File: src/rtl/seq_detector_0110_moore_if.sv
// rtl/seq_detector_0110_moore_if.sv - serial bit in / detect flag out bundle for the 0110 detector
interface seq_detector_0110_moore_if;
  logic x;
  logic z;

  modport master (output x, input z);
  modport slave  (input x, output z);
endinterface

File: src/rtl/seq_detector_0110_moore.sv
// rtl/seq_detector_0110_moore.sv - overlapping Moore detector for serial pattern 0110
module seq_detector_0110_moore (
  input  logic                          clk,
  input  logic                          reset,
  seq_detector_0110_moore_if.slave      bus
);

  typedef enum logic [2:0] {
    S0 = 3'd0,
    S1 = 3'd1,
    S2 = 3'd2,
    S3 = 3'd3,
    S4 = 3'd4
  } state_t;

  state_t state;
  state_t state_next;

  always_ff @(posedge clk) begin
    if (reset) begin
      state <= S0;
    end else begin
      state <= state_next;
    end
  end

  // S4 re-enters the pattern as if its trailing 0 were a fresh leading 0
  always_comb begin
    state_next = S0;
    case (state)
      S0: state_next = bus.x ? S0 : S1;
      S1: state_next = bus.x ? S2 : S1;
      S2: state_next = bus.x ? S3 : S1;
      S3: state_next = bus.x ? S0 : S4;
      S4: state_next = bus.x ? S2 : S1;
      default: state_next = S0;
    endcase
  end

  assign bus.z = (state == S4);

endmodule

File: src/flat_wrapper.sv
// flat-port wrapper written by rule: the top's interface ports become plain ports
module seq_detector_0110_moore_flat 
  (clk, reset, bus_x, bus_z);
  seq_detector_0110_moore_if bus_i ();
  input  logic clk;
  input  logic reset;
  input wire logic [$bits(bus_i.x)-1:0] bus_x;
  output wire logic [$bits(bus_i.z)-1:0] bus_z;
  assign bus_i.x = bus_x;
  assign bus_z = bus_i.z;
  seq_detector_0110_moore u_core (.clk(clk), .reset(reset), .bus(bus_i));
endmodule
File: config.mk
export PLATFORM = sky130hd
export DESIGN_NAME = seq_detector_0110_moore_flat
export DESIGN_NICKNAME = d
export VERILOG_FILES = /design/src/rtl/seq_detector_0110_moore_if.sv /design/src/rtl/seq_detector_0110_moore.sv /design/src/flat_wrapper.sv
export SDC_FILE = /design/constraint.sdc
export NUM_CORES = 1
export LEC_CHECK = 0
export ABC_AREA = 1
export BUFFER_PORTS_ARGS = -buffer_cell sky130_fd_sc_hd__buf_2
export CAP_MARGIN = 10
export CORE_AREA = 5 5 42 44
export DETAILED_ROUTE_END_ITERATION = 10
export DIE_AREA = 0 0 47 49
export PLACE_DENSITY_LB_ADDON = 0.3
export SYNTH_ARGS = -nofsm -noshare
export SYNTH_HDL_FRONTEND = slang
export SYNTH_SLANG_ARGS = --single-unit
File: constraint.sdc
create_clock -name clk -period 0.83 [get_ports clk]
set_input_delay 0.166 -clock clk [delete_from_list [all_inputs] [get_ports clk]]
set_output_delay 0.166 -clock clk [all_outputs]
set_load 0.005 [all_outputs]
==> results of run 1 <==
report_power, final:
group          switching (mW)  leakage [nW]  internal [mW]
clock network          0.0817        0.0150          0.181
registers             0.00509        0.0258          0.152
logic                  0.0147        0.0564         0.0133
area by class of cell:
type                    count  share of cell area (%)
repair buffers              4                    10.8
clock buffers               4                    12.7
multi-input cells          12                    30.7
well taps                  16                    9.64
flip-flops and latches      3                    30.7
inverters                   3                    5.42
how the worst max path moves through the flow:
stage | from | end | slack, ns | cells after the start
finish | u_core.state[1] | bus_z | -0.16 | 2
global route | u_core.state[2] | bus_z | -0.20 | 3
CTS | u_core.state[1] | bus_z | -0.18 | 2
detailed placement | u_core.state[1] | bus_z | 0.03 | 2
global placement | u_core.state[1] | bus_z | 0.02 | 2
floorplan | u_core.state[1] | u_core.state[1] | 0.12 | 4
cells by family (layout without fill, tap and decap cells):
kind of cell / count (synthesis) / after routing / synth area share, %
AND/OR/NAND/NOR: 10 / 10 / 32.0
flip-flops: 3 / 3 / 48.0
buffers and inverters: 3 / 11 / 9.00
AO/OA/AOI/OAI: 2 / 2 / 11.0
routing by layer:
| metal | routed length [um] | up-vias | global-route usage [%] |
|---|---|---|---|
| met5 | 0 | - | 0 |
| met4 | 15 | 0 | 4.15 |
| met3 | 27 | 2 | 3.32 |
| met2 | 159 | 4 | 4.75 |
| met1 | 94 | 63 | 2.63 |
| li1 | - | 70 | - |
worst max-delay path: stages, from the launching register on:
cell     delay [ns]
dfxtp_2        0.31
nor3_2         0.15
buf_2          0.13
repair_timing:
action                                  4_1_cts  5_1_grt
gates resized for setup                       3        4
hold buffers                                  0        0
buffers inserted                              1        0
endpoints found under the setup margin        1        3
pin swaps                                     0        1
cloned                                        0        0
synth_stat cells:
cell type | count | area (um2)
nand2_1 | 3 | 11.3
a21oi_2 | 1 | 8.76
nor3_1 | 1 | 5.00
nor2_1 | 5 | 18.8
dfxtp_1 | 3 | 60.1
o21ai_0 | 1 | 5.00
nand3_1 | 1 | 5.00
inv_1 | 3 | 11.3
per-stage QoR:
| step | instance area, um2 | instances | total power [mW] | utilization, % | setup WS (ns) |
|---|---|---|---|---|---|
| after floorplan | 125 | 18 | 0.171 | - | 0.116 |
| after global placement | 160 | 37 | 0.180 | 11.4 | 0.0156 |
| after detailed placement | 160 | 37 | 0.179 | 11.4 | 0.0259 |
| after CTS | 200 | 42 | 0.452 | 14.3 | -0.176 |
| after global routing | 208 | 42 | 0.481 | 14.8 | -0.195 |
| final | 208 | 42 | 0.447 | 14.8 | -0.162 |
==> reports/results.env, run 1 <==
MAXSLEWHEADROOM_PCT=91.2
CP_MAX_FO=2
MAXCAPVIOLCOUNT=0
P_PER_AREA_nW_PER_UM2=2150
DRIVE_ABOVE_1_SHARE_PCT=57.7
GP_ROUTABILITY_CONGESTION=0.587
CTSLONGESTPATHBUFFERS=2
VIOLATED_CHECKS='negative setup slack'
POSTSYNTHCELLCOUNT=18
CLK_LATENCY_NS=0.23
FINAL_HOLD_VIOL_COUNT=0
FIRST_PASS_GRT_WIRE_LENGTH_UM=510
CRITPATHREQUIREDTIME_NS=0.66
REMAINING_GLOBAL_ROUTE_OVERFLOW=0
AVGVIACOUNTPERCELL=3.31
SYNTH.NET_COUNT=21
REG2REG_SETUP_SLACK_NS=-0.02
REGAREA_UM2=63.8
STATUS='finished with violations'
SLEW_VIOLATIONS=0
FMAXACHIEVABLE_GHz=1.01
SYNTH_SEQ_CELLS=3
LARGEST_REGISTER='u_core.state'
ANTENNA_FOUND_INITIAL=0
VIA_COUNT_OF_THE_FIRST_GLOBAL_ROUTING_PASS=133
TIMING.CLOCK.SKEW_NS=0.00153
FINAL.PERIOD_UTILIZATION_PCT=120
DRT-WIRELENGTH-PER-CELL_UM=7.07
HOLD-PATH-CELL-COUNT=4
RSZ0062_AT_GRT='true'
CTS_TREE='yes'
TIMING.CRITICAL_PATH.ARRIVAL_NS=0.83
VIAS_AFTER_DETAILED_ROUTING=139
LARGEST_REGISTER_FFS=3
DETAIL_ROUTE.FIRST_PASS.ITERATIONS=2
NFILLCELLS=169
HOLD_EP='u_core.state[1]'
LAYOUT_MIN_CYCLE_TIME_NS=0.992
MOST-COMMON-LAYOUT-CELLS='nor2_1 (4), clkbuf_4 (3), buf_2 (3), dfxtp_2 (3)'
LEAKAGEPOWER_nW=0.0971
YS_TYPES=8
DETAILEDROUTE.FIRSTITERATIONVIOLATIONS=1
TOTALNEGATIVESETUPSLACK_NS=-0.185
WORST_SLACK_NS=-0.162
ROUTE.DETAILED.DRC=0
CLOCKROOTBUFFER='clkbuf_4'
FINISH.NET_COUNT=30
LARGESTREGISTERS='u_core.state: 3 flops'
POSTSYNTHAREAPERCELL_UM2=6.95
REG2REG_CAPTURE_POINT='u_core.state[1]'
MULTIINPUTGATEAREA_UM2=63.8
GRT.TOTAL_USAGE_PCT=3.59
ROUTED_WL_UM=297
PLACEMENTROWS=14
CTS_MADE_BUFFERS=3
SYNTH_SEQUENTIAL_AREA_RATIO_PCT=48.0
YOSYS_WARNINGS=0
TIMING.REG2REG.WORST_PATH_DEPTH=5
CTS_SINKS=3
STARTING_UTILIZATION_OF_THE_CORE_AREA_PCT=8.93
ANTENNA_LEFT=0
WORST_TRAN_PIN_VALUE_NS=0.130
CRIT_START_CATEGORY='flip-flop'
CLK_PIN_SLEW_NS=0.04
POWER.IR.VDD_WORST_V=0.000347
SETUP_VIOL=2
MAX_H_TREE_LEVEL=1
PLACE.PORT_BUFFERS=3
SYNTHESIS.AREA_UM2=125
DIE_AREA_UM2=2300
SETUP.WORST_PATH.CLASS='reg -> out'
AREA_GROWTH_SYN_TO_LAYOUT_PCT=66.0
LAUNCH_INSTANCE_OF_THE_WORST_REGISTER_TO_REGISTER_PATH='u_core.state[1]'
MOST_COMMON_CELL_AFTER_LAYOUT_FILL_AND_TAPS_ASIDE='nor2_1'
ANTENNA_DIODES=0
CORE_AREA_UM2=1400
IO_PINS=4
WORST_HOLD_SLACK_NS=0.190
GRT_MAX_DEGREE=5
HOLD_PATH.CLASS='in -> reg'
CRIT_PATH_END_KIND='primary output'
DIE_Y_UM=49
HOLD_PATH_STARTPOINT='reset'
CHIPWIDTH_UM=47
Note: power is estimated with default switching activity, not from simulation.
==> run 2: changes to the inputs <==
==> constraint.sdc (replaced) <==
create_clock -name clk -period 1.1 [get_ports clk]
set_input_delay 0.22 -clock clk [delete_from_list [all_inputs] [get_ports clk]]
set_output_delay 0.22 -clock clk [all_outputs]
set_load 0.005 [all_outputs]
==> run 2 against run 1 <==
Net effect:
- the run now ends clean
- clock skew shrank 0.00081 ns
- sequential cell count is the same
- die area is the same
- critical endpoint unchanged
- largest cell class unchanged
- largest power group unchanged
==> reports/results.env, run 2 (same netlist as run 1, synthesis figures left out) <==
WORST_TRAN_PIN_VALUE_NS=0.164  # +0.0337 ns
FINALCOREUTILIZATION_PCT=13.8  # -0.98 points
CORE_AREA_UM2=1400  # unchanged
GRT.TOTAL_USAGE_PCT=3.31  # -0.28 points
ROUTED_WL_UM=268  # -9.8%
PLACE_HPWL_UM=190
AVGVIACOUNTPERCELL=3.02  # -8.6%
REPORT.POWER.TOTAL_uW=327  # -27%
ANTENNA_LEFT=0  # unchanged
SLEW_VIOLATIONS=0  # unchanged
REMAINING_GLOBAL_ROUTE_OVERFLOW=0  # unchanged
POWER.IR.VDD_WORST_V=0.000332  # -4.4%
FINAL.PERIOD_UTILIZATION_PCT=95.1
HOLD_PATH.CLASS='in -> reg'
CLK_PIN_SLEW_NS=0.04  # about the same
DRT-WIRELENGTH-PER-CELL_UM=6.54  # -7.6%
CP_MAX_FO=3  # +1
TIMING.CLOCK.SKEW_NS=0.000727  # -0.000806 ns
LARGEST_REGISTER_FFS=3  # unchanged
CLOCKROOTBUFFER='clkbuf_4'
AREA_GROWTH_SYN_TO_LAYOUT_PCT=55.0
VIA_COUNT_OF_THE_FIRST_GLOBAL_ROUTING_PASS=111  # -17%
CTS_TREE='yes'
MAXSLEWHEADROOM_PCT=89.0  # -2.2 points
LEAKAGEPOWER_nW=0.0900  # -7.4%
DETAILEDROUTE.FIRSTITERATIONVIOLATIONS=0  # -1
CTS_MADE_BUFFERS=3  # unchanged
CTS_SINKS=3  # unchanged
FINAL_HOLD_VIOL_COUNT=0  # unchanged
DIE_Y_UM=49  # unchanged
GRT_MAX_DEGREE=5  # unchanged
DRIVE_ABOVE_1_SHARE_PCT=44.0  # -14 points
STATUS='complete, no violations'
SETUP.WORST_PATH.CLASS='reg -> out'
FIRST_PASS_GRT_WIRE_LENGTH_UM=420  # -18%
SETUP_VIOL=0  # -2
FMAXACHIEVABLE_GHz=0.956
MAXCAPVIOLCOUNT=0  # unchanged
ROUTE.DETAILED.DRC=0  # unchanged
FINISH.NET_COUNT=29  # -3.3%
DETAIL_ROUTE.FIRST_PASS.ITERATIONS=1  # -1
CHIPWIDTH_UM=47  # unchanged
LARGEST_REGISTER='u_core.state'
TIMING.CRITICAL_PATH.ARRIVAL_NS=0.83  # about the same
LARGESTREGISTERS='u_core.state: 3 flops'
RSZ0062_AT_GRT='true'
DIE_AREA_UM2=2300  # unchanged
PLACEMENTROWS=14  # unchanged
CTSLONGESTPATHBUFFERS=2  # unchanged
CRIT_PATH_END_KIND='primary output'
CRITPATHREQUIREDTIME_NS=0.88  # +0.22 ns
MOST-COMMON-LAYOUT-CELLS='nor2_1 (5), nand2_1 (3), clkbuf_4 (3), buf_2 (3)'
ANTENNA_DIODES=0  # unchanged
P_PER_AREA_nW_PER_UM2=1690  # -22%
GP_ROUTABILITY_CONGESTION=0.630  # +7.5%
ANTENNA_FOUND_INITIAL=0  # unchanged
VIAS_AFTER_DETAILED_ROUTING=124  # -11%
PLACE.PORT_BUFFERS=3  # unchanged
MOST_COMMON_CELL_AFTER_LAYOUT_FILL_AND_TAPS_ASIDE='nor2_1'
MAX_H_TREE_LEVEL=1  # unchanged
CLK_LATENCY_NS=0.23  # about the same
IO_PINS=4  # unchanged
CRIT_START_CATEGORY='flip-flop'
STARTING_UTILIZATION_OF_THE_CORE_AREA_PCT=8.93  # unchanged
NFILLCELLS=172  # +1.8%
LAYOUT_MIN_CYCLE_TIME_NS=1.05
-- run 2: cell types whose count changed in the layout (fill, tap and decap cells not counted), sizes merged --
cell and delta:
buf -1
-- run 2: routing by layer --
layer | wire [um] | track usage (%)
met5 | 0 | 0
met4 | 0 | 2.76
met3 | 27 | 5.54
met1 | 108 | 2.63
met2 | 132 | 3.17
-- run 2: what timing repair did --
action	in CTS	in global routing
pin swaps	1	0
setup buffers	0	0
hold buffers	0	0
endpoints found under the setup margin	1	1
gates resized for setup	1	3
-- run 2: layout make-up --
class	instances	area, um2	share of cell area [%]
Sequential cell	3	62.6	32.3
Multi-Input combinational cell	12	58.8	30.3
Clock buffer	4	26.3	13.5
Tap cell	16	20.0	10.3
Timing Repair Buffer	3	15.0	7.74
Inverter	3	11.3	5.81
-- run 2: path summary, 6_finish.rpt --
kind	start	endpoint	slack, ns	cells after the start
max	u_core.state[0]	bus_z	0.05	2
min	reset	u_core.state[1]	0.24	4
min reg2reg	u_core.state[0]	u_core.state[2]	0.50	2
max reg2reg	u_core.state[1]	u_core.state[1]	0.33	4
-- run 2: power breakdown --
group / total, mW / leakage [nW] / internal, mW / switching, mW
Combinational: 0.0172 / 0.0497 / 0.00760 / 0.00965
Sequential: 0.118 / 0.0252 / 0.114 / 0.00369
Clock: 0.192 / 0.0150 / 0.136 / 0.0560
-- run 2: critical path, stage by stage, from the launching register on --
cell and delay (ns):
dfxtp_2 0.32, nor3_2 0.15, buf_2 0.13
-- run 2: stage by stage --
| step | std cells | area (um2) | setup WS [ns] | TNS, ns | hold slack, ns |
|---|---|---|---|---|---|
| CTS | 41 | 191 | 0.0268 | 0 | 0.250 |
| finish | 41 | 194 | 0.0536 | 0 | 0.244 |
| detailed placement | 37 | 160 | 0.236 | 0 | 0.496 |
| global placement | 37 | 160 | 0.242 | 0 | 0.494 |
| global route | 41 | 194 | -0.0174 | -0.0174 | 0.254 |
| floorplan | 18 | 125 | 0.360 | 0 | 0.376 |
==> run 3: changes to the inputs <==
--- a/config.mk
+++ b/config.mk
@@ -11,7 +11,8 @@
 export CORE_AREA = 5 5 42 44
 export DETAILED_ROUTE_END_ITERATION = 10
 export DIE_AREA = 0 0 47 49
-export PLACE_DENSITY_LB_ADDON = 0.3
+export PLACE_DENSITY_LB_ADDON = 0.15
+export RECOVER_POWER = 100
 export SYNTH_ARGS = -nofsm -noshare
 export SYNTH_HDL_FRONTEND = slang
 export SYNTH_SLANG_ARGS = --single-unit
==> run 3 against run 2 <==
Net effect:
- design area shrank 2.6%
- clock-buffer cell count did not move
- first-iteration DRC count rose by 2
- utilization decreased by 0.36 points
- sequential cell count unchanged
- total power shrank 1.8%
- setup slack got worse by 0.00058 ns
- final cell count did not move
- sequential power barely moved
- clock power fell by 2%
==> reports/results.env, run 3 (same netlist as run 1, synthesis figures left out) <==
GP_ROUTABILITY_CONGESTION=0.628  # -0.33%
MAXSLEWHEADROOM_PCT=89.1  # about the same
SLEW_VIOLATIONS=0  # unchanged
TIMING.CRITICAL_PATH.ARRIVAL_NS=0.83  # about the same
SHARE_CLK_OF_TOTAL_POWER_PCT=58.4  # -0.2 points
MAX_STAGE_DELAY_NS=0.33  # about the same
ROUTED_WL_UM=235  # -12%
SETUP_VIOL=0  # unchanged
FMAXACHIEVABLE_GHz=0.955  # about the same
DIE_Y_UM=49  # unchanged
CHIPWIDTH_UM=47  # unchanged
LARGEST_REGISTER='u_core.state'
LARGEST_REGISTER_FFS=3  # unchanged
FINISH.NET_COUNT=29  # unchanged
SWITCHING_SHARE_PCT=20.0  # -1.2 points
PLACEMENTROWS=14  # unchanged
ANTENNA_DIODES=0  # unchanged
CTS_SINKS=3  # unchanged
TOTALNEGATIVESETUPSLACK_NS=0  # unchanged
P_PER_AREA_nW_PER_UM2=1700  # +0.81%
IO_PINS=4  # unchanged
VIA_COUNT_OF_THE_FIRST_GLOBAL_ROUTING_PASS=120  # +8.1%
HOLD_PATH.CLASS='in -> reg'
FIRST_PASS_GRT_WIRE_LENGTH_UM=469  # +12%
FINAL.PERIOD_UTILIZATION_PCT=95.2  # about the same
MOST_COMMON_CELL_AFTER_LAYOUT_FILL_AND_TAPS_ASIDE='nor2_1'
MOST-COMMON-LAYOUT-CELLS='nor2_1 (5), nand2_1 (3), clkbuf_4 (3), buf_2 (3)'
WORST_TRAN_PIN_VALUE_NS=0.164  # +0.000351 ns
CLOCKROOTBUFFER='clkbuf_4'
CRIT_PATH_END_KIND='primary output'
CLK_PIN_SLEW_NS=0.03  # about the same
HOLD-PATH-CELL-COUNT=4  # unchanged
ANTENNA_LEFT=0  # unchanged
LEAKAGEPOWER_nW=0.0897  # -0.25%
CP_MAX_FO=4  # +1
GRT.TOTAL_USAGE_PCT=3.45  # +0.14 points
CRITICAL-PATH-SLOWEST-CELL='dfxtp_2'
CTSHOLDBUFFERS=0  # unchanged
DETAILEDROUTE.FIRSTITERATIONVIOLATIONS=2  # +2
STARTING_UTILIZATION_OF_THE_CORE_AREA_PCT=8.93  # unchanged
CTS_SETUP_BUFFERS=0  # unchanged
P_INT_uW=257  # -0.33%
DIE_AREA_UM2=2300  # unchanged
CRIT_START_CATEGORY='flip-flop'
AREA_GROWTH_SYN_TO_LAYOUT_PCT=51.0
PLACE.PORT_BUFFERS=3  # unchanged
DRT-WIRELENGTH-PER-CELL_UM=5.73  # -12%
PLACE_HPWL_UM=198  # +3.9%
AVGVIACOUNTPERCELL=3.12  # +3.2%
CORE_AREA_UM2=1400  # unchanged
VIAS_AFTER_DETAILED_ROUTING=128  # +3.2%
LAYOUT_MIN_CYCLE_TIME_NS=1.05  # +0.000584 ns
LOGIC_GATE_SHARE_OF_TOTAL_POWER_PCT=5.0  # -0.3 points
LARGESTREGISTERS='u_core.state: 3 flops'
GRT_MAX_DEGREE=5  # unchanged
MAX_H_TREE_LEVEL=1  # unchanged
RSZ0062_AT_GRT='true'
DETAIL_ROUTE.FIRST_PASS.ITERATIONS=2  # +1
CRIT_PATH_CELL_TRACE='nor3_2 -> buf_2'
STATUS='complete, no violations'
CTS.REPAIR.RESIZED=0  # -1
CLK_LATENCY_NS=0.23  # about the same
NFILLCELLS=176  # +2.3%
FINAL_HOLD_VIOL_COUNT=0  # unchanged
POWER_DISSIPATED_BY_SWITCHING_NET_LOADS_uW=64.3  # -7.2%
CTS_TREE='yes'
SETUP.WORST_PATH.CLASS='reg -> out'
CRITPATHREQUIREDTIME_NS=0.88  # about the same
REMAINING_GLOBAL_ROUTE_OVERFLOW=0  # unchanged
MAXCAPVIOLCOUNT=0  # unchanged
CTS_MADE_BUFFERS=3  # unchanged
TIMING.REG2REG.WORST_PATH_DEPTH=3  # -1
ANTENNA_FOUND_INITIAL=0  # unchanged
TIMING.CLOCK.SKEW_NS=0.00243  # +0.00171 ns
DP_WORST_SETUP_SLACK_NS=0.258  # +0.0222 ns
WORST_SLACK_NS=0.0530  # -0.000584 ns
POWER.IR.VDD_WORST_V=0.000302  # -9.0%
CTSLONGESTPATHBUFFERS=2  # unchanged
ROUTE.DETAILED.DRC=0  # unchanged
SEQ_POWER_SHARE_PCT=36.6  # +0.5 points
DRIVE_ABOVE_1_SHARE_PCT=36.0  # -8.0 points
run 3: final timing paths:
check	to	start	slack [ns]
min	u_core.state[1]	reset	0.25
min reg2reg	u_core.state[2]	u_core.state[1]	0.49
max	bus_z	u_core.state[1]	0.05
max reg2reg	u_core.state[1]	u_core.state[0]	0.33
run 3: layout make-up:
class,instances,area [um2],area share (%)
clock buffer,4,26.3,13.9
inverter,3,11.3,5.96
multi-input combinational,12,55.1,29.1
sequential,3,61.3,32.5
tap,16,20.0,10.6
timing repair buffer,3,15.0,7.95
run 3: metrics by stage:
step	instances	hold WS (ns)	instance area, um2	util, %	total power [mW]
floorplan	18	0.376	125	-	0.129
global placement	37	0.500	160	11.4	0.136
detailed placement	37	0.496	160	11.4	0.135
CTS	41	0.250	186	13.3	0.335
global route	41	0.270	189	13.5	0.356
finish	41	0.249	189	13.5	0.321
run 3: worst max-delay path, delay by kind of cell, from the launching register on:
family        cells  cell delay (ns)
flops             1             0.33
simple gates      1             0.15
buf+inv           1             0.13
run 3: layer usage:
metal  up-vias  routed length (um)  track usage (%)
met4         0                   0             4.15
met5         -                   0                0
met2         2                 109             3.17
met1        56                  98             2.86
met3         0                  27             4.80
li1         70                   -                -
run 3: power by group through the flow:
stage	Clock (mW)	Combinational, mW	Sequential, mW
3_3_place_gp	0	0.0174	0.118
4_1_cts	0.202	0.0170	0.117
2_1_floorplan	0	0.0116	0.118
5_1_grt	0.218	0.0198	0.118
6_report	0.188	0.0160	0.118
3_5_place_dp	0	0.0170	0.118
